File: config.mk
export PLATFORM = sky130hd
export DESIGN_NAME = cache_fill_fsm
export DESIGN_NICKNAME = d
export VERILOG_FILES = /design/src/rtl/cache_fill_fsm_pkg.sv /design/src/rtl/cache_fill_fsm_fill_word_counter.sv /design/src/rtl/cache_fill_fsm.sv
export SDC_FILE = /design/constraint.sdc
export NUM_CORES = 1
export LEC_CHECK = 0
export CAP_MARGIN = 5
export CORE_MARGIN = 2
export CORE_UTILIZATION = 23
export DETAILED_ROUTE_END_ITERATION = 8
export HOLD_SLACK_MARGIN = 0.06
export MAX_ROUTING_LAYER = met4
export PLACE_DENSITY = 0.62
export SETUP_SLACK_MARGIN = 0.1
export SLEW_MARGIN = 5
export SYNTH_ARGS = -nofsm -noshare
export SYNTH_HDL_FRONTEND = slang
export SYNTH_SLANG_ARGS = --single-unit
File: constraint.sdc
create_clock -name clk -period 2 [get_ports clk]
set_input_delay 0.3 -clock clk [delete_from_list [all_inputs] [get_ports clk]]
set_output_delay 0.3 -clock clk [all_outputs]
set_load 0.1 [all_outputs]
File: src/rtl/cache_fill_fsm_pkg.sv
// Shared constants, state encoding and address helpers for the cache block-fill controller.
// The same geometry (offset/index/tag split) is used by the cache and its arrays.
package cache_fill_fsm_pkg;

  localparam int ADDR_W     = 16;
  localparam int DATA_W     = 16;
  localparam int BLK_WORDS  = 8;
  localparam int CNT_W      = 4;
  localparam int OFFSET_MSB = 3;
  localparam int INDEX_MSB  = 9;
  localparam int TAG_LSB    = 10;

  localparam logic [ADDR_W-1:0]     BLK_MASK  = 16'hFFF0;
  localparam logic [ADDR_W-1:0]     VALID_BIT = 16'h0001;
  localparam logic [OFFSET_MSB-1:0] LAST_IDX  = 3'd7;

  typedef enum logic [1:0] {
    ST_IDLE = 2'd0,
    ST_FILL = 2'd1,
    ST_TAG  = 2'd2
  } fill_state_e;

  // Byte offset of word idx inside the block; base low bits are zero so adding never carries.
  function automatic logic [ADDR_W-1:0] word_offset(input logic [OFFSET_MSB-1:0] idx);
    return {{(ADDR_W-OFFSET_MSB-1){1'b0}}, idx, 1'b0};
  endfunction

endpackage

File: src/rtl/cache_fill_fsm_fill_word_counter.sv
// Saturating 4-bit word counter used for the request and return sides of a block fill.
// done rises once all words of the block have been counted and the count then holds.
module fill_word_counter
  import cache_fill_fsm_pkg::*;
(
  input  logic                  clk,
  input  logic                  rst,
  input  logic                  clear,
  input  logic                  en,
  output logic [OFFSET_MSB-1:0] idx,
  output logic                  done
);

  logic [CNT_W-1:0] count;

  always_ff @(posedge clk) begin
    if (rst || clear) begin
      count <= '0;
    end else if (en && !count[CNT_W-1]) begin
      count <= count + CNT_W'(1);
    end else begin
      count <= count;
    end
  end

  assign idx  = count[OFFSET_MSB-1:0];
  assign done = count[CNT_W-1];

endmodule

File: src/rtl/cache_fill_fsm.sv
// Miss fill controller: fetches an 8-word block from pipelined memory, streams it into the
// cache data array, then performs one tag/valid/LRU write. Stalls the pipeline throughout.
module cache_fill_fsm
  import cache_fill_fsm_pkg::*;
(
  input  logic              clk,
  input  logic              rst,
  input  logic              miss_detected,
  input  logic [ADDR_W-1:0] miss_address,
  input  logic [DATA_W-1:0] memory_data,
  input  logic              memory_data_valid,
  output logic              fsm_busy,
  output logic              mem_en,
  output logic [ADDR_W-1:0] memory_address,
  output logic              write_data_array,
  output logic              write_tag_array,
  output logic [ADDR_W-1:0] cache_wr_addr,
  output logic [DATA_W-1:0] cache_wr_data
);

  fill_state_e           state;
  fill_state_e           next_state;
  logic [ADDR_W-1:0]     base;
  logic [OFFSET_MSB-1:0] req_idx;
  logic [OFFSET_MSB-1:0] ret_idx;
  logic                  req_done;
  logic                  ret_done;
  logic                  in_fill;
  logic                  req_fire;
  logic                  ret_fire;

  assign in_fill  = (state == ST_FILL);
  assign req_fire = in_fill && !req_done;
  assign ret_fire = in_fill && memory_data_valid && !ret_done;

  fill_word_counter u_req_cnt (
    .clk   (clk),
    .rst   (rst),
    .clear (!in_fill),
    .en    (req_fire),
    .idx   (req_idx),
    .done  (req_done)
  );

  fill_word_counter u_ret_cnt (
    .clk   (clk),
    .rst   (rst),
    .clear (!in_fill),
    .en    (ret_fire),
    .idx   (ret_idx),
    .done  (ret_done)
  );

  always_ff @(posedge clk) begin
    if (rst) begin
      state <= ST_IDLE;
    end else begin
      state <= next_state;
    end
  end

  // Block base is captured only when a fill is accepted, so later misses cannot disturb it.
  always_ff @(posedge clk) begin
    if (rst) begin
      base <= '0;
    end else if ((state == ST_IDLE) && miss_detected) begin
      base <= miss_address & BLK_MASK;
    end else begin
      base <= base;
    end
  end

  always_comb begin
    next_state = state;
    case (state)
      ST_IDLE: next_state = miss_detected ? ST_FILL : ST_IDLE;
      ST_FILL: next_state = (ret_fire && (ret_idx == LAST_IDX)) ? ST_TAG : ST_FILL;
      ST_TAG:  next_state = ST_IDLE;
      default: next_state = ST_IDLE;
    endcase
  end

  always_comb begin
    fsm_busy         = 1'b0;
    mem_en           = 1'b0;
    memory_address   = '0;
    write_data_array = 1'b0;
    write_tag_array  = 1'b0;
    cache_wr_addr    = '0;
    cache_wr_data    = '0;
    case (state)
      ST_IDLE: begin
        // Stall the missing access in the same cycle it is detected.
        fsm_busy = miss_detected && !rst;
      end
      ST_FILL: begin
        fsm_busy         = 1'b1;
        mem_en           = req_fire;
        memory_address   = req_fire ? (base + word_offset(req_idx)) : '0;
        write_data_array = ret_fire;
        cache_wr_addr    = ret_fire ? (base + word_offset(ret_idx)) : base;
        cache_wr_data    = ret_fire ? memory_data : '0;
      end
      ST_TAG: begin
        fsm_busy        = 1'b1;
        write_tag_array = 1'b1;
        cache_wr_addr   = base + VALID_BIT;
      end
      default: begin
        fsm_busy = 1'b0;
      end
    endcase
  end

endmodule
==> results of run 1 <==
## through the flow
step	setup WS, ns	util	hold WS (ns)
detailed placement	0.08709	0.5297	0.4518
floorplan	-0.1061	-	0.3691
CTS	0.09480	0.5555	0.4629
finish	0.09286	0.5667	0.4675
global placement	0.1047	0.5297	0.4481
global route	0.04251	0.5667	0.4982
## worst max-delay path: cells and delay by family (launching register included)
family | cells | cell delay [ns]
adder cells (fa/ha/maj) | 1 | 0.16
AND/OR/NAND/NOR | 2 | 0.46
buffers and inverters | 3 | 0.36
flip-flops | 1 | 0.36
## cells by family after synthesis
logic type               Yosys count  share of synthesized area
AND/OR/NAND/NOR                   88                     0.3772
buffers and inverters             12                    0.06269
AO/OA/AOI/OAI                     17                    0.07483
other                              1                   0.003030
multiplexers                       3                    0.02427
flip-flops                        22                     0.3559
XOR/XNOR                           3                    0.02124
adder cells (fa/ha/maj)            8                    0.08089
## cell usage after synthesis, types with 2 or more instances
library cell  instances  area share
buf_4                 2       0.012
nor2_1               10       0.030
ha_1                  8       0.081
buf_6                 3       0.027
inv_1                 3      0.0091
buf_2                 2      0.0081
nand2_1              26       0.079
xnor2_1               2       0.014
a21oi_1              14       0.057
clkbuf_1              2      0.0061
and2_1               43        0.22
mux2i_1               3       0.024
dfxtp_1              22        0.36
and3_1                4       0.020
## what timing repair did
| action | CTS | global route |
|---|---|---|
| resized for setup | 12 | 18 |
| pin swaps | 1 | 2 |
| setup buffers | 4 | 0 |
| cloned | 1 | 1 |
| setup endpoints to repair | 46 | 27 |
## registers in the layout, indices dropped and copies added (netlist names)
register and flops:
base 12, u_req_cnt.count 4, u_ret_cnt.count 4, state 2
## layout make-up
class | count | area (µm²) | share of cell area
Inverter | 3 | 13.76 | 0.004725
Tap cell | 70 | 87.58 | 0.03007
Timing Repair Buffer | 92 | 1440 | 0.4944
Multi-Input combinational cell | 121 | 887.1 | 0.3046
Sequential cell | 22 | 442.9 | 0.1521
Clock buffer | 3 | 41.29 | 0.01418
## worst min-delay path by stage
| stage | start | end | depth (start not counted) |
|---|---|---|---|
| 2_1_floorplan | rst | base[4] | 1 |
| 3_3_place_gp | base[4] | base[4] | 2 |
| 3_5_place_dp | base[5] | base[5] | 2 |
| 4_1_cts | base[5] | base[5] | 2 |
| 5_1_grt | base[13] | base[13] | 2 |
| 6_report | base[8] | base[8] | 2 |
## layer usage
layer,vias to the layer above,share of wire,track usage
met2,36,0.53,0.2470
met3,6,0.047,0.03372
met1,593,0.40,0.1551
met5,-,0,-
met4,0,0.015,0.02857
li1,658,-,-
## power breakdown
part / switching [mW] / internal (mW)
Combinational: 0.306 / 0.224
Clock: 0.137 / 0.134
Sequential: 0.0142 / 0.456
Total: 0.457 / 0.815
==> impl_metrics.py, run 1 <==
metrics = {
    "placement": {
        "placed_cells": 302,
        "gp_congestion": 0.7204,
        "placed_area_um2": 2723,
        "io_buffers": 82,
        "dpl.hpwl_um": 2970,
    },
    "drt": {
        "drt-total-wl_um": 4021,
        "via_count": 1293,
        "first_iter_violations": 46,
        "firstDrtPassIters": 4,
        "drc_errors": 0,
        "via_per_inst": 4.158,
        "drtAntennaViolNets": 0,
        "wire_per_inst_um": 12.93,
    },
    "synth": {
        "ys_seq_area_frac": 0.3559,
        "synth.distinct_cells": 24,
        "synth_ff_type": "dfxtp_1",
        "synth_area_um2": 1237,
        "syn_nets": 198,
        "ys.warnings.count": 0,
        "synthCells": 154,
        "synthesis.area_per_instance_um2": 8.035,
        "ys_seq_elements": 22,
        "synth_edf_count": 0,
        "async_reset_ff_frac": 0,
    },
    "timing": {
        "finalHoldViolCount": 0,
        "rsz0062_at_grt": "true",
        "period_minus_slack_ns": 1.907,
        "period_share": 0.9536,
        "max_freq_mhz": 524.3,
        "finalSetupViolCount": 0,
        "finalSetupTns_ns": 0,
        "clock_skew_ns": 0.002827,
        "drv_slew": 0,
    },
    "critical_path": {
        "start_kind": "flop",
        "endpoint": "cache_wr_addr[3]",
        "crit_type": "reg2out",
        "cp.arrival_ns": 1.61,
        "r2r_cells": 6,
        "crit_chain": "inv_4 -> ha_4 -> and3b_2 -> buf_12 -> and3_2 -> buf_12",
        "rr_endpoint": "u_ret_cnt.count[1]",
        "crit_path_end_kind": "output pin",
        "cp.required_ns": 1.70,
        "critPathLaunch": "state[1]",
        "cp_slowest_cell": "dfxtp_2",
        "ff2ff_setup_slack_ns": 0.66,
        "reg2reg_from": "state[1]",
        "slowest_delay_ns": 0.36,
        "crit_fanout": 12,
        "cp_common_cell": "buf_12",
    },
    "pwr": {
        "max-vdd-ir-drop_v": 0.0003516,
        "total_power_mw": 1.272,
        "power_leakage_nw": 1.198,
        "power_per_cell_area_nw_per_um2": 436.6,
    },
    "cells_and_area": {
        "stdcell_count": 311,
        "nNetsFinal": 287,
        "fin_area_um2": 2913,
        "layout-drive-gt1-share": 0.4938,
        "area_growth_pct": 135.4,
        "layout_common_cells": "52 x buf_12, 31 x and2_4, 31 x clkdlybuf4s50_1",
        "layout_commonest_cell": "buf_12",
        "final.fill_count": 451,
        "insertedDiodeCount": 0,
    },
    "worst_hold_path": {
        "holdCritPathClass": "reg2reg",
    },
    "global_routing": {
        "grt_pass1_vias": 1258,
        "overflow": 0,
        "gr-usage-all-layers": 0.1375,
        "grt_pass1_wl_um": 6361,
        "grt_max_degree": 25,
        "antenna_found_initial": 0,
    },
    "cts": {
        "path_clk_slew_ns": 0.07,
        "cts_buffer_depth": 2,
        "cts_tree": "done",
        "cts_sinks": 22,
        "cts_root_buf": "clkbuf_8",
        "htree_levels": 1,
        "cts_buffers": 3,
        "hold_buffers": 0,
        "clock_latency_ns": 0.26,
    },
    "die": {
        "rows": 26,
        "die_y_um": 77.35,
        "core_area_um2": 5140,
        "initial_core_util": 0.2407,
        "die_area_um2": 5983,
        "ios": 88,
        "die_w_um": 77.35,
    },
    "run_status": {
        "status": "completed",
    },
    "flow_run": {
        "cap_violations": 0,
    },
}
(Power assumes the default switching activity.)
==> inputs of run 2 (changes only) <==
--- a/config.mk
+++ b/config.mk
@@ -13,7 +13,6 @@
 export MAX_ROUTING_LAYER = met4
 export PLACE_DENSITY = 0.62
 export SETUP_SLACK_MARGIN = 0.1
-export SLEW_MARGIN = 5
 export SYNTH_ARGS = -nofsm -noshare
 export SYNTH_HDL_FRONTEND = slang
 export SYNTH_SLANG_ARGS = --single-unit
==> results of run 2 <==
Final layout, timing and power as in run 1 (identical DEF).
